### src/rtl/load_store_unit.sv
// MIPS-style load/store unit: one outstanding access, byte-lane formatting, timeout abort.
// Define LSU_ALIGN_CHECK_EN to trap misaligned halfword/word accesses.
module load_store_unit #(
  parameter int TIMEOUT_CYCLES = 16
) (
  input  logic        clk,
  input  logic        rst,
  input  logic        start,
  input  logic [5:0]  opcode,
  input  logic [31:0] addr,
  input  logic [31:0] store_data,
  input  logic [4:0]  rt,
  output logic        busy,
  output logic        done,
  output logic        err,
  output logic        mem_req,
  output logic        mem_we,
  output logic [31:0] mem_addr,
  output logic [31:0] mem_wdata,
  output logic [3:0]  mem_be,
  input  logic        mem_ack,
  input  logic [31:0] mem_rdata,
  output logic        rf_we,
  output logic [4:0]  rf_waddr,
  output logic [31:0] rf_wdata
);

  localparam int CW = $clog2(TIMEOUT_CYCLES + 1);

  localparam logic [5:0] OP_LB  = 6'h20;
  localparam logic [5:0] OP_LH  = 6'h21;
  localparam logic [5:0] OP_LW  = 6'h23;
  localparam logic [5:0] OP_LBU = 6'h24;
  localparam logic [5:0] OP_LHU = 6'h25;
  localparam logic [5:0] OP_SB  = 6'h28;
  localparam logic [5:0] OP_SH  = 6'h29;
  localparam logic [5:0] OP_SW  = 6'h2B;

  typedef enum logic [2:0] {
    IDLE, ACCESS, FIN, WB, ERR
  } state_t;

  state_t          state;
  logic [5:0]      op_q;
  logic [1:0]      lane_q;
  logic [4:0]      rt_q;
  logic            st_q;
  logic [CW-1:0]   tcnt;

  logic            is_load;
  logic            is_store;
  logic            misalign;
  logic [31:0]     wdata_n;
  logic [3:0]      be_n;
  logic [7:0]      byte_sel;
  logic [15:0]     half_sel;
  logic [31:0]     load_val;

  always_comb begin
    is_load  = 1'b0;
    is_store = 1'b0;
    case (opcode)
      OP_LB, OP_LH, OP_LW,
      OP_LBU, OP_LHU:      is_load = 1'b1;
      OP_SB, OP_SH, OP_SW: is_store = 1'b1;
      default: ;
    endcase
  end

`ifdef LSU_ALIGN_CHECK_EN
  always_comb begin
    misalign = 1'b0;
    case (opcode)
      OP_LH, OP_LHU, OP_SH: misalign = addr[0];
      OP_LW, OP_SW:         misalign = (addr[1:0] != 2'b00);
      default: ;
    endcase
  end
`else
  assign misalign = 1'b0;
`endif

  // Stores are formatted at issue so mem_* can be registered directly.
  always_comb begin
    wdata_n = 32'h0;
    be_n    = 4'h0;
    case (opcode)
      OP_SB: begin
        wdata_n = {4{store_data[7:0]}};
        be_n    = 4'b0001 << addr[1:0];
      end
      OP_SH: begin
        wdata_n = {2{store_data[15:0]}};
        be_n    = 4'b0011 << {addr[1], 1'b0};
      end
      OP_SW: begin
        wdata_n = store_data;
        be_n    = 4'b1111;
      end
      default: ;
    endcase
  end

  assign byte_sel = mem_rdata[{lane_q, 3'b000} +: 8];
  assign half_sel = lane_q[1] ? mem_rdata[31:16] : mem_rdata[15:0];

  always_comb begin
    load_val = mem_rdata;
    case (op_q)
      OP_LB:  load_val = {{24{byte_sel[7]}}, byte_sel};
      OP_LBU: load_val = {24'h0, byte_sel};
      OP_LH:  load_val = {{16{half_sel[15]}}, half_sel};
      OP_LHU: load_val = {16'h0, half_sel};
      default: ;
    endcase
  end

  always_ff @(posedge clk) begin
    if (rst) begin
      state     <= IDLE;
      op_q      <= 6'h0;
      lane_q    <= 2'b00;
      rt_q      <= 5'd0;
      st_q      <= 1'b0;
      tcnt      <= '0;
      busy      <= 1'b0;
      done      <= 1'b0;
      err       <= 1'b0;
      mem_req   <= 1'b0;
      mem_we    <= 1'b0;
      mem_addr  <= 32'h0;
      mem_wdata <= 32'h0;
      mem_be    <= 4'h0;
      rf_we     <= 1'b0;
      rf_waddr  <= 5'd0;
      rf_wdata  <= 32'h0;
    end else begin
      done  <= 1'b0;
      err   <= 1'b0;
      rf_we <= 1'b0;
      unique case (state)
        IDLE: begin
          if (start) begin
            op_q   <= opcode;
            lane_q <= addr[1:0];
            rt_q   <= rt;
            st_q   <= is_store;
            busy   <= 1'b1;
            if ((!is_load && !is_store) || misalign) begin
              state <= ERR;
              done  <= 1'b1;
              err   <= 1'b1;
            end else begin
              state     <= ACCESS;
              tcnt      <= '0;
              mem_req   <= 1'b1;
              mem_we    <= is_store;
              mem_addr  <= {addr[31:2], 2'b00};
              mem_wdata <= wdata_n;
              mem_be    <= be_n;
            end
          end
        end
        ACCESS: begin
          if (mem_ack) begin
            mem_req   <= 1'b0;
            mem_we    <= 1'b0;
            mem_wdata <= 32'h0;
            mem_be    <= 4'h0;
            done      <= 1'b1;
            if (st_q) begin
              state <= FIN;
            end else begin
              state    <= WB;
              rf_we    <= (rt_q != 5'd0);
              rf_waddr <= rt_q;
              rf_wdata <= load_val;
            end
          end else if (tcnt == CW'(TIMEOUT_CYCLES - 1)) begin
            mem_req   <= 1'b0;
            mem_we    <= 1'b0;
            mem_wdata <= 32'h0;
            mem_be    <= 4'h0;
            state     <= ERR;
            done      <= 1'b1;
            err       <= 1'b1;
          end else begin
            tcnt <= tcnt + 1'b1;
          end
        end
        FIN, WB, ERR: begin
          state <= IDLE;
          busy  <= 1'b0;
        end
        default: state <= IDLE;
      endcase
    end
  end

endmodule

### config.mk
export PLATFORM = sky130hd
export DESIGN_NAME = load_store_unit
export DESIGN_NICKNAME = d
export VERILOG_FILES = /design/src/rtl/load_store_unit.sv
export SDC_FILE = /design/constraint.sdc
export NUM_CORES = 1
export LEC_CHECK = 0
export CAP_MARGIN = 20
export CORE_AREA = 10 10 132 134
export CTS_BUF_LIST = sky130_fd_sc_hd__clkbuf_16
export DETAILED_ROUTE_END_ITERATION = 10
export DIE_AREA = 0 0 142 144
export PLACE_DENSITY = 0.75
export SETUP_SLACK_MARGIN = 0.02
export SYNTH_ARGS = -nofsm -noshare
export SYNTH_HDL_FRONTEND = slang
export SYNTH_SLANG_ARGS = --single-unit
### constraint.sdc
create_clock -name clk -period 2.05 [get_ports clk]
set_input_delay 0.5125 -clock clk [delete_from_list [all_inputs] [get_ports clk]]
set_output_delay 0.5125 -clock clk [all_outputs]
set_load 0.01 [all_outputs]
# Word-level counts from Yosys, hierarchy flattened
# Index checks and enable logic that the tools add are counted.
[word_totals]
reg_bits = 131
inputBits = 111
output_inout_bits = 111
[classes]
add_sub_neg = 1
eq_ne = 22
n_shift = 3
muxes = 44
bitwise = 4
n_reduce_logical = 18
[op_table]
columns = ["op", "n"]
rows = [
  ["2-to-1 mux 32 bit", 4],
  ["one-hot mux 32 bit (4 select lines)", 1],
  ["one-hot mux 32 bit (3 select lines)", 1],
  ["== test 6 bit, second input constant", 12],
  ["one-hot mux 32 bit (2 select lines)", 1],
  ["indexed part select 32 x 6 -> 8 bit", 1],
  ["2-to-1 mux 5 bit", 4],
  ["2-to-1 mux 16 bit", 1],
  ["2-to-1 mux 4 bit", 4],
  ["2-to-1 mux 1 bit", 15],
  ["2-to-1 mux 3 bit", 4],
  ["one-hot mux 4 bit (3 select lines)", 1],
  ["one-hot mux 1 bit (2 select lines)", 5],
  ["one-hot mux 5 bit (2 select lines)", 1],
  ["!= test 2 bit, second input constant", 4],
  ["one-hot mux 4 bit (2 select lines)", 1],
  ["== test 3 x 2 -> 1 bit, second input constant", 2],
  ["one-hot mux 3 bit (2 select lines)", 1],
  ["AND reduction 2 bit", 3],
  ["AND reduction 3 bit", 2],
  ["OR reduction 3 bit", 2],
  ["adder 5 x 1 -> 5 bit, second input constant", 1],
  ["== test 5 x 4 -> 1 bit, second input constant", 1],
  ["AND reduction 5 bit", 1],
  ["other kinds (14)", 19],
]

# Logic depth before layout (Yosys ltp)
# Gate-level depths: netlist of the first run.
[depth]
word_depth = 8
depth_mapped = 10

# Worst setup path before layout of the first run
# OpenSTA, ideal clock, no wires.
[synth_timing]
path_type = "register to register"
startpoint = "reg tcnt[0]"
endpoint = "reg mem_wdata[18]"
arrival_time_ns = 1.992
setup_slack_ns = -0.070
path_stages_with_launch = 11
n_path_buf = 2
cell_sequence = "dfxtp_1 > ha_1 > and3_1 > ha_1 > nor2_1 > a2111oi_1 > o21ai_1 > buf_2 > buf_6 > a22oi_1 > nor2_1"
[synth_between]
elab_chain_cells = 3
[synth_lines]
columns = ["item", "line_no", "text"]
rows = [
  ["start, declared", "48", "logic [CW-1:0] tcnt;"],
  ["start signal, assigned", "188", "tcnt <= tcnt + 1'b1;"],
  ["== test 5 x 4 -> 1 bit", "179", "end else if (tcnt == CW'(TIMEOUT_CYCLES - 1)) begin"],
  ["!= test 3 bit (no line)", "-", ""],
  ["AND reduction 4 bit (no line)", "-", ""],
  ["end signal, assigned", "159", "mem_wdata <= wdata_n;"],
  ["end, declared", "19", "output logic [31:0] mem_wdata,"],
]
# No other way between the ends.
# A chain may end at the register's enable or synchronous reset.

# Final worst setup path of the first run
[layout_timing]
startpoint = "in opcode[2]"
endpoint = "reg mem_wdata[18]"
[layout_between]
elab_chain_cells = 7
elab_cells_between_ends = 21
classes_between = "eq/ne (9); mux (6); reduce/logical (6)"
[layout_lines]
columns = ["item", "line_no", "text"]
rows = [
  ["start, declared", "9", "input logic [5:0] opcode,"],
  ["== test 6 bit (on tied branches)", "62, 87", ""],
  ["OR reduction 5 bit or OR reduction 3 bit (tied branches)", "62", "case (opcode)"],
  ["2-to-1 mux 1 bit", "62", ""],
  ["logical NOT 1 bit", "149", "if ((!is_load && !is_store) || misalign) begin"],
  ["logical AND 1 bit", "149", ""],
  ["!= test 2 bit (no line)", "-", ""],
  ["AND reduction 4 bit (no line)", "-", ""],
]
# Parallel ways exist; a longest one is shown, timed or not. The select of a mux whose other input is x is not followed.

==> results of run 1 <==
## worst max-delay path: cells and delay by family
kind | cells | cell delay [ps]
buffers and inverters | 3 | 1000
AND/OR/NAND/NOR | 2 | 230
AO/OA/AOI/OAI | 3 | 650
## cell families after synthesis
group | after synthesis | share of synthesized area [%]
xor+xnor | 2 | 0.312
buf+inv | 63 | 5.41
simple gates | 308 | 24.6
flops | 131 | 46.7
compound gates | 176 | 20.4
mux | 8 | 2.12
fa+ha+maj | 2 | 0.445
other cells | 1 | 0.0668
## sequential cells by signal (all words and copies together), names as in the netlist, 2 cells and up
register and flops:
tcnt 5, mem_addr 30, mem_wdata 32, rt_q 5, rf_waddr 5, rf_wdata 32, lane_q 2, mem_be 4
op_q 6, state 3
## metrics by stage
| stage | cell area (sq um) | total power [W] | setup WS (ps) | util (%) | cells |
|---|---|---|---|---|---|
| 6_report | 9140 | 0.00656 | -8.31 | 61.5 | 1128 |
| 5_1_grt | 9140 | 0.00679 | -113 | 61.5 | 1127 |
| 4_1_cts | 8840 | 0.00656 | 6.12 | 59.5 | 1122 |
| 3_5_place_dp | 8240 | 0.00344 | -258 | 55.4 | 1090 |
| 3_3_place_gp | 8240 | 0.00343 | -188 | 55.4 | 1090 |
| 2_1_floorplan | 5630 | 0.00300 | 61.0 | - | 692 |
## per-layer routing
metal  global-route usage [%]  share of wire (%)  wire [microns]
met5                        0                  0               0
met4                     5.06                1.3             272
met3                     10.0                 12            2450
met2                     28.9                 45            9100
met1                     22.5                 41            8390
## power groups by stage
stage	Sequential, W	Combinational [W]	Clock, W
finish	0.00263	0.000802	0.00312
global placement	0.00268	0.000745	0
CTS	0.00263	0.000754	0.00317
floorplan	0.00269	0.000309	0
global route	0.00263	0.000865	0.00329
detailed placement	0.00269	0.000750	0
## cell type report
type | instances | share of cell area [%]
Tap cell | 188 | 2.57
Sequential cell | 131 | 28.8
Inverter | 6 | 0.246
Multi-Input combinational cell | 498 | 31.9
Timing Repair Buffer | 272 | 29.9
Antenna cell | 1 | 0.0274
Clock buffer | 17 | 4.66
Clock inverter | 15 | 1.97
## worst max path at each step
stage	start	endpoint	slack, ps
finish	opcode[2]	mem_wdata[18]	-8
global route	tcnt[1]	mem_wdata[8]	-110
CTS	tcnt[0]	mem_wdata[11]	6
detailed placement	start	mem_be[2]	-260
global placement	opcode[2]	mem_wdata[4]	-190
floorplan	tcnt[0]	mem_wdata[18]	60
## layout by cell type, fill, tap and decap left out, types with 3 or more instances in the layout
| master | synthesis | final |
|---|---|---|
| buf_12 | 0 | 8 |
| nand3b_1 | 8 | 8 |
| bufinv_16 | 0 | 3 |
| a211oi_1 | 27 | 27 |
| a21oi_2 | 1 | 5 |
| nand2_1 | 156 | 156 |
| a21oi_1 | 69 | 65 |
| mux2i_1 | 4 | 4 |
| nand3_1 | 24 | 24 |
| nor2b_1 | 6 | 6 |
| buf_4 | 5 | 42 |
| a31oi_1 | 7 | 7 |
| nor3b_1 | 7 | 7 |
| dfxtp_1 | 131 | 129 |
| clkbuf_16 | 0 | 19 |
| a22oi_2 | 0 | 26 |
| nor3_1 | 7 | 7 |
| inv_1 | 6 | 6 |
| nor2_1 | 78 | 76 |
| a22o_1 | 8 | 8 |
| mux4_2 | 3 | 3 |
| a22oi_1 | 33 | 7 |
| o21ai_0 | 14 | 14 |
| inv_6 | 0 | 3 |
| o221ai_1 | 4 | 4 |
| o22ai_1 | 3 | 3 |
| clkdlybuf4s50_1 | 0 | 218 |
| clkinvlp_4 | 0 | 5 |
| nand2b_1 | 6 | 6 |
## timing repair
item,in CTS,in global routing
gates resized for setup,0,43
cloned,0,3
pin swaps,0,39
setup endpoints to repair,2,38
buffers inserted,0,2
==> impl_metrics.toml, run 1 <==
[status]
outcome = "finished with violations"
violations = "negative setup slack"

[global_route]
grt_pass1_vias = 5722
grt_start_max_net_pins = 48
grt_usage_pct = 18.9
antenna_found_initial = 1
grt_overflow_total = 0
grt_pass1_wl_microns = 30800

[worst_setup_path]
end_kind = "flop"
reg2reg_slack_ps = 10
reg2reg_to = "mem_wdata[9]"
critPathMaxStageDelay_ps = 590
required_ps = 2390
crit_arrival_ps = 2400
start_kind = "input port"
cp_cell_sequence = "clkdlybuf4s50_1 -> nor2b_1 -> buf_4 -> o21a_1 -> o21ai_4 -> clkbuf_16 -> a22oi_2 -> nor2_1"
worst-r2r-cell-count = 9
crit_path_top_delay_cell = "clkdlybuf4s50_1"
critPathKind = "in -> reg"
reg2reg_from = "tcnt[1]"
crit_path_max_fanout = 8

[placed_design]
portBuffers = 219
dp_hpwl_microns = 14500
place_congestion = 0.862

[timing]
final.setup.tns_ps = -8.31
setup_viol = 1
period_needed_ps = 2060
setup_ws_ps = -8.31
skew_ps = 6.07
finalHoldViolCount = 0
tightest_slew_ps = 598
clock.fmax_mhz = 486
drv_slew = 0
period_share_pct = 100
grt_setup_unrepaired = "yes"
slew_headroom_pct = 60.0
holdWs_ps = 452

[power_and_ir_drop]
p_comb_share_pct = 12.2
switching_share_pct = 24.6
p_clk_share_pct = 47.6
power_frac_seq_pct = 40.1
ir_worst_vdd_mv = 0.535
p_switching_w = 0.00161
p_leak_nw = 3.27
powerDensity_mw_per_mm2 = 717
internal_power_w = 0.00494

[synthesis]
synth_top_area_share_pct = 46.7
yosysSeqAreaShare_pct = 46.7
synth_top_area_cell = "dfxtp_1"
yosys-top-cells-count = "nand2_1, dfxtp_1, nor2_1"
ys_warn_count = 0
syn_area_per_cell_sq_um = 8.13
syn_inst = 691
synth.most_common_cell = "nand2_1"
yosys-top-cells-area = "dfxtp_1, nand2_1, a21oi_1"
synth.ff_latch_count = 131
ys_types = 52
synth_edf_count = 0
postSynth.asyncResetShare_pct = 0
synth_flop_cell = "dfxtp_1"
synth_area_sq_mm = 0.00562

[detailed_routing]
wl_per_cell_microns = 17.9
ant_nets = 0
vias_per_cell = 5.23
drc = 0
routed_wl_microns = 20200
drtIter0Drc = 391
dr.pass1.iters = 5
vias = 5899

[floorplanning]
design.die.area_sq_mm = 0.0204
row_count = 45
core_sq_mm = 0.0149
io_pins = 222
start_util_pct = 37.8
die_w_microns = 142
die_h_microns = 144

[hold_path]
hold_end = "mem_addr[3]"
holdPathStages = 2
min_from = "mem_addr[3]"
hold_class = "reg -> reg"

[layout]
filler_cell_count = 1277
seqCellArea_sq_mm = 0.00263
final_nets = 1039
syn_to_final_growth_pct = 62.7
multi_input_area_sq_mm = 0.00291
drive_gt1_share_pct = 15.0

[clock_tree]
cts-buffers-inserted = 17
clk_latency_ps = 410
clk_path_buf_depth = 2
hold_buffers = 0
cts_root_buffer = "clkbuf_16"
cts_tree = "built"
cts.clk_slew.worst_paths_ps = 60
clock_sinks = 131
htreeDepth = 4

[job]
drv_cap = 0
No activity file was read; power rests on OpenSTA's default activity.
==> run 2, diff against run 1 <==
--- a/config.mk
+++ b/config.mk
@@ -10,6 +10,7 @@
 export CTS_BUF_LIST = sky130_fd_sc_hd__clkbuf_16
 export DETAILED_ROUTE_END_ITERATION = 10
 export DIE_AREA = 0 0 142 144
+export GPL_TIMING_DRIVEN = 1
 export PLACE_DENSITY = 0.75
 export SETUP_SLACK_MARGIN = 0.02
 export SYNTH_ARGS = -nofsm -noshare
==> results of run 2 <==
No change in the layout: final DEF, timing and power equal those of run 1.
==> run 3, diff against run 2 <==
--- a/config.mk
+++ b/config.mk
@@ -13,6 +13,7 @@
 export GPL_TIMING_DRIVEN = 1
 export PLACE_DENSITY = 0.75
 export SETUP_SLACK_MARGIN = 0.02
+export SLEW_MARGIN = 40
 export SYNTH_ARGS = -nofsm -noshare
 export SYNTH_HDL_FRONTEND = slang
 export SYNTH_SLANG_ARGS = --single-unit
==> results of run 3 <==
No change in the layout: final DEF, timing and power equal those of run 1.
